$ cat src/rtl/inc_width_converter_16to32.sv
// Packs pairs of narrow source words into one double-width word, first word in the upper half.
// One holding register plus one output register lets the source keep streaming while a packed word waits.
module inc_width_converter_16to32 #(
    parameter int InputDataWidth  = 16,
    parameter int OutputDataWidth = 32
) (
    input  logic                       iClock,
    input  logic                       iReset,
    input  logic                       iSrcDataValid,
    input  logic [InputDataWidth-1:0]  iSrcData,
    output logic                       oConverterReady,
    output logic                       oConvertedDataValid,
    output logic [OutputDataWidth-1:0] oConvertedData,
    input  logic                       iDstReady,
    output logic [1:0]                 oDbgState
);

    // Handshake: a word moves on a rising edge only when valid and ready are both 1 in that cycle;
    // ready and valid are registered here, so neither depends combinationally on the other side.
    typedef enum logic [1:0] {
        ST_EMPTY     = 2'd0,
        ST_HALF      = 2'd1,
        ST_FULL      = 2'd2,
        ST_FULL_HALF = 2'd3
    } state_t;

    state_t                       state_q, state_d;
    logic [InputDataWidth-1:0]    hold_q, hold_d;
    logic [OutputDataWidth-1:0]   out_q, out_d;
    logic                         valid_q, valid_d;
    logic                         ready_q, ready_d;
    logic                         accept_in;
    logic                         accept_out;

    assign accept_in  = iSrcDataValid & ready_q;
    assign accept_out = valid_q & iDstReady;

    always_comb begin
        state_d = state_q;
        hold_d  = hold_q;
        out_d   = out_q;
        case (state_q)
            ST_EMPTY: begin
                if (accept_in) begin
                    state_d = ST_HALF;
                    hold_d  = iSrcData;
                end
            end
            ST_HALF: begin
                if (accept_in) begin
                    state_d = ST_FULL;
                    out_d   = {hold_q, iSrcData};
                end
            end
            ST_FULL: begin
                // A new first half can be captured while the packed word is still waiting.
                if (accept_in) begin
                    hold_d  = iSrcData;
                    state_d = accept_out ? ST_HALF : ST_FULL_HALF;
                end else if (accept_out) begin
                    state_d = ST_EMPTY;
                end
            end
            ST_FULL_HALF: begin
                if (accept_out) begin
                    state_d = ST_HALF;
                end
            end
            default: state_d = ST_EMPTY;
        endcase
        valid_d = (state_d == ST_FULL) || (state_d == ST_FULL_HALF);
        ready_d = (state_d != ST_FULL_HALF);
    end

    always_ff @(posedge iClock) begin
        if (!iReset) begin
            state_q <= ST_EMPTY;
            hold_q  <= '0;
            out_q   <= '0;
            valid_q <= 1'b0;
            ready_q <= 1'b0;
        end else begin
            state_q <= state_d;
            hold_q  <= hold_d;
            out_q   <= out_d;
            valid_q <= valid_d;
            ready_q <= ready_d;
        end
    end

    assign oConverterReady     = ready_q;
    assign oConvertedDataValid = valid_q;
    assign oConvertedData      = out_q;
    assign oDbgState           = state_q;

endmodule

$ cat config.mk
export PLATFORM = sky130hd
export DESIGN_NAME = inc_width_converter_16to32
export DESIGN_NICKNAME = d
export VERILOG_FILES = /design/src/rtl/inc_width_converter_16to32.sv
export SDC_FILE = /design/constraint.sdc
export NUM_CORES = 1
export LEC_CHECK = 0
export ABC_AREA = 1
export CAP_MARGIN = 25
export CORE_UTILIZATION = 53
export CTS_BUF_LIST = sky130_fd_sc_hd__clkbuf_2 sky130_fd_sc_hd__clkbuf_4 sky130_fd_sc_hd__clkbuf_8
export DETAILED_ROUTE_END_ITERATION = 16
export GPL_TIMING_DRIVEN = 0
export HOLD_SLACK_MARGIN = 0.15
export MAX_ROUTING_LAYER = met4
export PLACE_DENSITY = 0.93
export SYNTH_ARGS = -nofsm -noshare
export SYNTH_HDL_FRONTEND = slang
export SYNTH_SLANG_ARGS = --single-unit
$ cat constraint.sdc
create_clock -name iClock -period 2 [get_ports iClock]
set_clock_uncertainty 0.15 [all_clocks]
set_input_delay 0.3 -clock iClock [delete_from_list [all_inputs] [get_ports iClock]]
set_output_delay 0.3 -clock iClock [all_outputs]
set_load 0.02 [all_outputs]
==> impl_metrics.prom <==
# TYPE chip_impl_metric gauge
chip_impl_metric{name="whs_path_cells",unit=""} 3
chip_impl_metric{name="htreeDepth",unit=""} 2
chip_impl_metric{name="max-cap-violations",unit=""} 0
chip_impl_metric{name="layout-drive-gt1-share",unit="%"} 7.01
chip_impl_metric{name="antenna_cells_inserted",unit=""} 0
chip_impl_metric{name="gate_count_after_technology_mapping",unit=""} 310
chip_impl_metric{name="clock_power_share",unit="%"} 36.3
chip_impl_info{name="critical_path.endpoint_type",value="output port"} 1
chip_impl_metric{name="post_place_setup_slack",unit="ps"} 223
chip_impl_info{name="crit_slowest_cell",value="clkdlybuf4s50_1"} 1
chip_impl_metric{name="cts.repair_timing.setup_buffer_count",unit=""} 0
chip_impl_metric{name="worstPathRequired",unit="ps"} 1550
chip_impl_metric{name="max_freq",unit="MHz"} 579
chip_impl_metric{name="slew_violations",unit=""} 0
chip_impl_metric{name="mappedNetlistNets",unit=""} 330
chip_impl_metric{name="ys_seq_elements",unit=""} 52
chip_impl_info{name="cp_cell_sequence",value="clkdlybuf4s50_1"} 1
chip_impl_metric{name="critical_path_buf_inv_count",unit=""} 1
chip_impl_metric{name="width_of_the_die",unit="um"} 65.0
chip_impl_metric{name="synth.avg_cell_area",unit="um2"} 6.79
chip_impl_metric{name="utilization",unit="%"} 75.7
chip_impl_metric{name="met2WireLength",unit="mm"} 2.23
chip_impl_info{name="worst_path_dominant_cell_family",value="buffers and inverters"} 1
chip_impl_metric{name="design.die.area",unit="um2"} 4230
chip_impl_info{name="clockRootBuffer",value="clkbuf_8"} 1
chip_impl_metric{name="post-dp-hpwl",unit="mm"} 3.19
chip_impl_metric{name="met1_length",unit="mm"} 1.96
chip_impl_info{name="status",value="complete, no violations"} 1
chip_impl_metric{name="finish.cell_count_without_fillers",unit=""} 419
chip_impl_metric{name="final_net_count",unit=""} 391
chip_impl_metric{name="crit_path_max_fanout",unit=""} 3
chip_impl_metric{name="antenna_violations_before_repair",unit=""} 0
chip_impl_metric{name="setup-violations-final",unit=""} 0
chip_impl_metric{name="initial_core_util",unit="%"} 56.2
chip_impl_metric{name="comb_power_share",unit="%"} 14.6
chip_impl_metric{name="max-clock-path-buffers",unit=""} 2
chip_impl_metric{name="ir_drop",unit="mV"} 0.622
chip_impl_metric{name="grt.total_usage",unit="%"} 23.8
chip_impl_metric{name="routed-wl-met3",unit="um"} 248
chip_impl_metric{name="synth-seq-area-share",unit="%"} 49.5
chip_impl_metric{name="finalHoldViolCount",unit=""} 0
chip_impl_metric{name="cts_inserted_buffers",unit=""} 5
chip_impl_metric{name="core_area",unit="um2"} 3740
chip_impl_metric{name="detail_route.first_pass.iterations",unit=""} 4
chip_impl_metric{name="gp_congestion",unit=""} 0.801
chip_impl_metric{name="yosysWarnings",unit=""} 0
chip_impl_metric{name="clk_pin_slew_worst_paths",unit="ps"} 90
chip_impl_metric{name="power_per_cell_area",unit="nW/um2"} 793
chip_impl_metric{name="switchingPower",unit="uW"} 528
chip_impl_metric{name="timing.final.crit_period",unit="ps"} 1730
chip_impl_info{name="hold_class",value="in2reg"} 1
chip_impl_metric{name="area_occupied_by_multi_input_gates",unit="um2"} 825
chip_impl_metric{name="floorplan.die.height",unit="um"} 65.0
chip_impl_metric{name="io_buffer_count",unit=""} 54
chip_impl_metric{name="critical-path-max-stage-delay",unit="ps"} 610
chip_impl_metric{name="synth_area",unit="um2"} 2100
chip_impl_metric{name="slew_headroom",unit="%"} 83.6
chip_impl_metric{name="worstSetupPathDepth",unit=""} 1
chip_impl_metric{name="tns",unit="ps"} 0
chip_impl_metric{name="timing.final.crit_share",unit="%"} 86.3
chip_impl_info{name="cts_tree",value="done"} 1
chip_impl_metric{name="route.detailed.vias_per_inst",unit=""} 4.68
chip_impl_metric{name="postCtsResizedCells",unit=""} 0
chip_impl_metric{name="first_global_vias",unit=""} 1810
chip_impl_metric{name="route.vias.total",unit=""} 1961
chip_impl_metric{name="clkLatencyLatePin",unit="ps"} 300
chip_impl_metric{name="leakagePower",unit="nW"} 1.33
chip_impl_metric{name="grt_pass1_wl",unit="mm"} 7.45
chip_impl_info{name="setup_repair_after_global_routing_missed_its_margin",value="false"} 1
chip_impl_metric{name="grt_max_degree",unit=""} 16
chip_impl_metric{name="internal_power_contribution",unit="mW"} 1.72
chip_impl_metric{name="num-fill-cells",unit=""} 307
chip_impl_metric{name="p_seq_share",unit="%"} 49.1
chip_impl_metric{name="tightestPinTransition",unit="ps"} 245
chip_impl_metric{name="critical_path_arrival",unit="ps"} 1280
chip_impl_metric{name="netlist-cell-type-count",unit=""} 12
chip_impl_metric{name="post-route-drc-count",unit=""} 0
chip_impl_metric{name="routed_wire_length_per_instance",unit="um"} 10.8
chip_impl_metric{name="drtAntennaViolNets",unit=""} 0
chip_impl_info{name="top_layer_used",value="met4"} 1
chip_impl_metric{name="total_i_o_pin_count",unit=""} 56
chip_impl_metric{name="timing.reg2reg.worst_path_depth",unit=""} 6
chip_impl_metric{name="cts_num_sinks",unit=""} 52
chip_impl_metric{name="numPlacedInstances",unit=""} 412
chip_impl_metric{name="initialDrtViolationCount",unit=""} 84
chip_impl_metric{name="switching_share",unit="%"} 23.5
chip_impl_metric{name="area.growth.synth_to_final",unit="%"} 34.7
chip_impl_metric{name="routed_wirelength",unit="mm"} 4.53
chip_impl_metric{name="layout.area.seq",unit="um2"} 1040
chip_impl_info{name="path_class",value="reg2out"} 1
chip_impl_metric{name="setup_ws",unit="ps"} 273
chip_impl_info{name="worst_setup_path_start_kind",value="flop"} 1
chip_impl_metric{name="cts-hold-fix-buffers",unit=""} 0
chip_impl_metric{name="globalRoute.totalOverflow",unit=""} 0
chip_impl_metric{name="row_count",unit=""} 22
[state kept, by name, summed over array words and instances (netlist names)]
register / count
oConvertedDataValid: 1
oConvertedData: 32
oConverterReady: 1
oDbgState: 2
hold_q: 16
[power by group through the flow]
| stage | Clock (mW) | Sequential [mW] | Combinational, mW |
|---|---|---|---|
| global route | 0.866 | 1.11 | 0.363 |
| CTS | 0.822 | 1.10 | 0.328 |
| detailed placement | 0 | 1.13 | 0.323 |
| finish | 0.815 | 1.10 | 0.328 |
| floorplan | 0 | 1.16 | 0.165 |
| global placement | 0 | 1.13 | 0.317 |
[metal layers]
metal / global-route usage, % / vias to the layer above
met5: - / -
met4: 9.78 / 0
met3: 4.75 / 6
met2: 41.5 / 53
met1: 26.5 / 861
li1: - / 1041
[final timing paths]
check / from / end / slack, ps
hold reg to reg: oConvertedData[24]$_SDFFE_PN0P_ / oConvertedData[24]$_SDFFE_PN0P_ / 330
hold / removal: iReset / oConvertedData[15]$_SDFFE_PN0P_ / 160
setup / recovery: oDbgState[1]$_SDFF_PN0_ / oDbgState[1] / 270
setup reg to reg: oConverterReady$_SDFF_PN0_ / oConvertedData[1]$_SDFFE_PN0P_ / 600
[cells by family (layout without fill, tap and decap cells)]
kind of cell    count (synthesis)  after routing  synth area share, %
simple gates                  202            202                 38.5
buf+inv                        53            114                 11.4
flops                          52             52                 49.5
compound gates                  3              3                0.713
[final cells by class]
type / instances / share of cell area, %
Sequential cell: 52 / 36.7
Multi-Input combinational cell: 205 / 29.1
Timing Repair Buffer: 54 / 19.1
Inverter: 36 / 4.77
Buffer: 17 / 3.66
Clock buffer: 5 / 2.43
Clock inverter: 2 / 2.12
Tap cell: 48 / 2.12
[Yosys cell counts]
cell | n | area, um2
inv_1 | 36 | 135
dfxtp_1 | 52 | 1040
buf_2 | 11 | 55.1
nor2_4 | 1 | 11.3
buf_6 | 1 | 11.3
nor2_1 | 100 | 375
nor2_2 | 1 | 6.26
nand3_1 | 33 | 165
a21oi_1 | 2 | 10.0
nand2_1 | 67 | 251
buf_4 | 5 | 37.5
o21ai_0 | 1 | 5.00
[worst register-to-register path, cell delays in order (launching register included)]
cell and delay, ps:
dfxtp_1 350, nand2_1 150, inv_1 200, buf_4 210, nand3_1 120, nand2_1 80, nor2_1 40
[stage by stage]
step           hold WS (ps)  total power, mW  area [um2]
2_1_floorplan           285             1.32        2100
3_3_place_gp            314             1.44        2710
3_5_place_dp            320             1.45        2710
4_1_cts                 152             2.25        2830
5_1_grt                 159             2.34        2830
6_report                156             2.25        2830
[placed cells by master, fill, tap and decap left out, drive strengths merged]
cell | synthesis | layout
inv | 36 | 36
o21ai | 1 | 1
bufinv | 0 | 2
nand3 | 33 | 33
dfxtp | 52 | 52
a21oi | 2 | 2
nand2 | 67 | 67
nor2 | 102 | 102
buf | 17 | 17
clkdlybuf4s50 | 0 | 54
clkbuf | 0 | 5
Power figures use the tool's default switching activity.
